<file path="config.mk">
export PLATFORM = sky130hd
export DESIGN_NAME = wave_generator
export DESIGN_NICKNAME = d
export VERILOG_FILES = /design/src/rtl/wave_generator.sv
export SDC_FILE = /design/constraint.sdc
export NUM_CORES = 1
export LEC_CHECK = 0
export CORE_ASPECT_RATIO = 2
export CORE_MARGIN = 1
export CORE_UTILIZATION = 40
export DETAILED_ROUTE_END_ITERATION = 10
export GPL_TIMING_DRIVEN = 0
export MAX_ROUTING_LAYER = met4
export PLACE_DENSITY_LB_ADDON = 0.1
export SYNTH_ARGS = -nofsm -noshare
export SYNTH_HDL_FRONTEND = slang
export SYNTH_SLANG_ARGS = --single-unit
export TNS_END_PERCENT = 1
</file>
<file path="constraint.sdc">
create_clock -name clk -period 4.5 [get_ports clk]
set_input_delay 0.675 -clock clk [delete_from_list [all_inputs] [get_ports clk]]
set_output_delay 0.675 -clock clk [all_outputs]
set_load 0.01 [all_outputs]
</file>
<file path="src/rtl/wave_generator.sv">
// Multi-mode waveform source: triangle, saw up/down, square between programmable lo/hi bounds with programmable step.
// Latency: one clk from an enabled cycle or accepted cfg_load to the new sample on out.
// Backpressure: none; ena low freezes phase/dir/out and suppresses strobes, cfg_load wins over ena.
module wave_generator #(
  parameter int N = 8
) (
  input  logic         clk,
  input  logic         rst,
  input  logic         ena,
  input  logic         cfg_load,
  input  logic [1:0]   mode,
  input  logic [N-1:0] lo,
  input  logic [N-1:0] hi,
  input  logic [N-1:0] step,
  output logic [N-1:0] out,
  output logic         dir,
  output logic         period_pulse,
  output logic         cfg_err
);

  typedef enum logic [1:0] {
    TRIANGLE = 2'd0,
    SAW_UP   = 2'd1,
    SAW_DOWN = 2'd2,
    SQUARE   = 2'd3
  } mode_t;

  // Active configuration
  mode_t        mode_q, mode_d;
  logic [N-1:0] lo_q, lo_d;
  logic [N-1:0] hi_q, hi_d;
  logic [N-1:0] step_q, step_d;

  // Waveform state and registered outputs
  logic [N-1:0] phase_q, phase_d;
  logic         dir_q, dir_d;
  logic [N-1:0] out_q, out_d;
  logic         pp_q, pp_d;
  logic         err_q, err_d;

  // Bound-clamped neighbours of the current phase; N+1 bits so over/underflow is visible
  logic [N:0]   sum;
  logic [N:0]   diff;
  logic [N-1:0] up_next;
  logic [N-1:0] dn_next;

  // Clamp phase+step to hi and phase-step to lo; never wrap through the bounds
  always_comb begin
    sum     = {1'b0, phase_q} + {1'b0, step_q};
    diff    = {1'b0, phase_q} - {1'b0, step_q};
    up_next = (sum > {1'b0, hi_q}) ? hi_q : sum[N-1:0];
    dn_next = (diff[N] || (diff[N-1:0] < lo_q)) ? lo_q : diff[N-1:0];
  end

  // Next-state: cfg_load beats ena beats hold; out is derived from the next state so it is registered
  always_comb begin
    mode_d  = mode_q;
    lo_d    = lo_q;
    hi_d    = hi_q;
    step_d  = step_q;
    phase_d = phase_q;
    dir_d   = dir_q;
    pp_d    = 1'b0;
    err_d   = 1'b0;

    if (cfg_load) begin
      if ((step == '0) || (lo > hi)) begin
        // Rejected load leaves everything as it was, including the sample
        err_d = 1'b1;
      end else begin
        mode_d = mode_t'(mode);
        lo_d   = lo;
        hi_d   = hi;
        step_d = step;
        if (mode_t'(mode) == SAW_DOWN) begin
          phase_d = hi;
          dir_d   = 1'b0;
        end else begin
          phase_d = lo;
          dir_d   = 1'b1;
        end
      end
    end else if (ena) begin
      case (mode_q)
        SAW_UP: begin
          dir_d = 1'b1;
          if (phase_q == hi_q) begin
            phase_d = lo_q;
            pp_d    = 1'b1;
          end else begin
            phase_d = up_next;
          end
        end
        SAW_DOWN: begin
          dir_d = 1'b0;
          if (phase_q == lo_q) begin
            phase_d = hi_q;
            pp_d    = 1'b1;
          end else begin
            phase_d = dn_next;
          end
        end
        default: begin
          // TRIANGLE and SQUARE share the same phase walk; direction flips on reaching a bound
          if (dir_q) begin
            phase_d = up_next;
            if (up_next == hi_q) dir_d = 1'b0;
          end else begin
            phase_d = dn_next;
            if (dn_next == lo_q) begin
              dir_d = 1'b1;
              pp_d  = 1'b1;
            end
          end
        end
      endcase
    end

    out_d = (mode_d == SQUARE) ? (dir_d ? hi_d : lo_d) : phase_d;
  end

  // State register; reset restores the legacy full-range triangle configuration
  always_ff @(posedge clk or negedge rst) begin
    if (!rst) begin
      mode_q  <= TRIANGLE;
      lo_q    <= '0;
      hi_q    <= '1;
      step_q  <= {{(N-1){1'b0}}, 1'b1};
      phase_q <= '0;
      dir_q   <= 1'b1;
      out_q   <= '0;
      pp_q    <= 1'b0;
      err_q   <= 1'b0;
    end else begin
      mode_q  <= mode_d;
      lo_q    <= lo_d;
      hi_q    <= hi_d;
      step_q  <= step_d;
      phase_q <= phase_d;
      dir_q   <= dir_d;
      out_q   <= out_d;
      pp_q    <= pp_d;
      err_q   <= err_d;
    end
  end

  assign out          = out_q;
  assign dir          = dir_q;
  assign period_pulse = pp_q;
  assign cfg_err      = err_q;

endmodule

</file>
==> summary.txt <==
Outcome
  – Outcome: finished clean

STA
  – Endpoints failing hold: 0
  – Final Max Tran Viols: 0
  – Slew Limit Headroom: about 19%
  – Achievable Freq: about 230 MHz
  – Worst-margin pin slew: 1.20 ns
  – Share of the clock period used by the worst path: between 90% and 100%
  – Worst hold slack: 0.212 ns
  – Skew final: roughly 0.0046 ns
  – Final setup violation count: 0
  – Setup TNS: 0 ns
  – Unrepaired setup endpoints after global routing: no
  – Post-route minimum period: approximately 4.3 ns

Synth
  – Yosys cell types: between 70 and 80
  – Largest cells by area after synthesis: dfrtp_1 (18%), ha_1 (11%), xnor2_1 (5.7%)
  – Syn Nets: around 620
  – Cells after Synth: 545
  – YS warnings: 0
  – Number of synthesized flops with an enable pin: 0
  – Top_reg_cell synth: dfrtp_1
  – Async SR Flop Fraction: between 90% and 100%
  – Most frequent cell after synthesis: inv_1
  – Syn Area/Cell: 8.77 um^2
  – Synth cell count leaders: inv_1 (49), ha_1 (41), dfrtp_1 (35)
  – Post-synthesis sequential area ratio: about a quarter
  – Synth Register Bits: 45
  – Mapped Area: roughly 4800 um^2
  – Cell taking the most area after synthesis: dfrtp_1
  – Top-area cell type share of the netlist area: between 10% and 20%

Global route
  – Overflow after GRT: 0
  – Global Route Usage Sum: 32.3%
  – First-pass GRT wire length: about 28000 um
  – Largest net degree at the start of global routing: 39
  – Vias in the first global route: a little under 5000
  – Initial antenna violation count: 0

Clocking
  – Clock buffer count from CTS: 5
  – Max clock buf depth: 2
  – CTS tree: yes
  – Clk pin slew, worst setup/hold paths: 0.07 ns
  – Hold Buf Count CTS: 0
  – CTS Sinks: 45
  – Clock Root Buffer: clkbuf_16
  – H-Tree Level Count: 2
  – Clk_lat worst skew: ~0.3 ns

Placement
  – Port Buf Inserts: 39
  – Placed insts: 730
  – DP HPWL: around 15000 um
  – Placer congestion estimate: 0.994

Power and ir drop
  – Leak pwr: about 2.3 nW
  – Power per cell area: approximately 860 nW/um^2
  – Max VDD drop: ~0.00038 V
  – Overall Power: about 5 mW

Finish
  – Area delta synth->final: 20.8%
  – Fin cells: roughly 750
  – Antenna diodes: 0
  – Final net count: around 670
  – # fillers: between 1000 and 1500
  – Layout cells sized above 1: 19.0%

Route
  – Post-Route WL: 18400 um
  – 1st-iter DRT viols: ~240
  – Routed Antenna Nets: 0
  – Residual DRC: 0
  – Drt wl/cell: ~25 um
  – Via Count: around 4600
  – Vias per std cell: 6.20
  – 1st-pass router iterations: 5

Worst setup path
  – Worst Path Max Fanout: 7
  – FF-to-FF End: out[3]
  – Reg-to-reg setup timing slack: ~0.16 ns
  – Critical setup path kind: reg2reg
  – Worst r2r path cells: 17
  – Startpoint types: flop
  – Crit path from: phase_q[0]
  – Arr. time, crit path: about 4.5 ns
  – Data required, critical path: ~4.7 ns
  – Worst setup path end: out[3]
  – CP Capture Type: flop
  – Worst r2r src: phase_q[0]

Floorplan
  – Starting Density: between 40% and 50%
  – Die height: ~160 um
  – IO Pins: just over 40
  – Die X-Extent: about 80 um
  – Placeable core area: 11700 um^2
  – Row count: 56
  – Die Area: approximately 12000 um^2

Job
  – Max-Cap Viols: 0

Min path
  – Worst Hold Class: in2async
cells in the final DEF (no fill, tap or decap), drive strengths merged, types with 11 or more instances in the layout:
master and instances:
xnor2 31, a221oi 15, mux2 19, a211oi 12, ha 41, clkdlybuf4s50 38
nand2 24, a21oi 28, inv 53, nand3 15, o21ai 31, nor2 35
dfrtp 35, nand2b 11, buf 20, clkbuf 22, a31oi 16
power by group:
part	switching (mW)	total, mW	internal (mW)	leakage (nW)
combinational	2.22	3.80	1.59	1.72
clock	0.171	0.435	0.263	0.0842
sequential	0.185	0.726	0.541	0.523
stage by stage:
stage,setup WS [ns],cell area (um^2),util (%)
6_report,0.157,5780,49.4
5_1_grt,0.00209,5780,49.4
4_1_cts,0.0235,5680,48.5
3_5_place_dp,-0.652,5370,45.9
3_3_place_gp,-0.622,5350,45.7
2_1_floorplan,0.398,4780,-
area by class of cell:
class	instances	area (um^2)	area share [%]
Clock buffer	5	125	2.17
Tap cell	145	181	3.14
Buffer	27	138	2.38
Clock inverter	3	43.8	0.758
Inverter	52	195	3.38
Sequential cell	45	1140	19.8
Timing Repair Buffer	48	478	8.28
Multi-Input combinational cell	421	3470	60.1
critical path: stages (launching register included):
cell and delay (ns):
dfrtp_2 0.47, ha_1 0.24, fa_1 0.42, nor2b_1 0.18, o311a_4 0.37, o31ai_4 0.21, xor2_2 0.19, ha_1 0.29
a22oi_1 0.19, nand2_1 0.08, o211ai_1 0.17, buf_4 0.15, buf_4 0.14, a31oi_1 0.15, a211oi_1 0.36, o21ai_1 0.17
a31oi_2 0.32, a221oi_2 0.11
worst min path at each step:
stage,start,to,cells past startpoint
after global routing,rst,out[6],1
final,rst,out[6],1
after CTS,rst,out[6],1
after global placement,step_q[3],step_q[3],1
after detailed placement,rst,out[6],1
after floorplan,rst,cfg_err,0
sequential cells by signal, indices dropped and copies added, names as in the netlist:
register / cells
period_pulse: 1
cfg_err: 1
step_q: 8
lo_q: 8
hi_q: 8
out: 8
mode_q: 2
phase_q: 8
dir: 1
routing by layer:
layer / track usage (%) / vias up / wire, um
met5: - / - / 0
met4: 27.9 / 0 / 1810
met3: 3.44 / 88 / 667
met2: 58.3 / 181 / 9710
met1: 29.2 / 2195 / 6190
li1: - / 2159 / -
cells by family after synthesis:
kind of cell	after synthesis	synth area share, %
AO/OA/AOI/OAI	179	29.5
AND/OR/NAND/NOR	135	14.8
multiplexers	27	6.15
flip-flops	45	23.8
buffers and inverters	79	6.73
XOR/XNOR	37	7.51
adder cells (fa/ha/maj)	43	11.6
timing repair:
action / 4_1_cts / 5_1_grt
setup endpoints to repair: 17 / 13
gates resized for setup: 22 / 17
setup buffers: 6 / 2
pin swaps: 9 / 11
(Power assumes the default switching activity.)
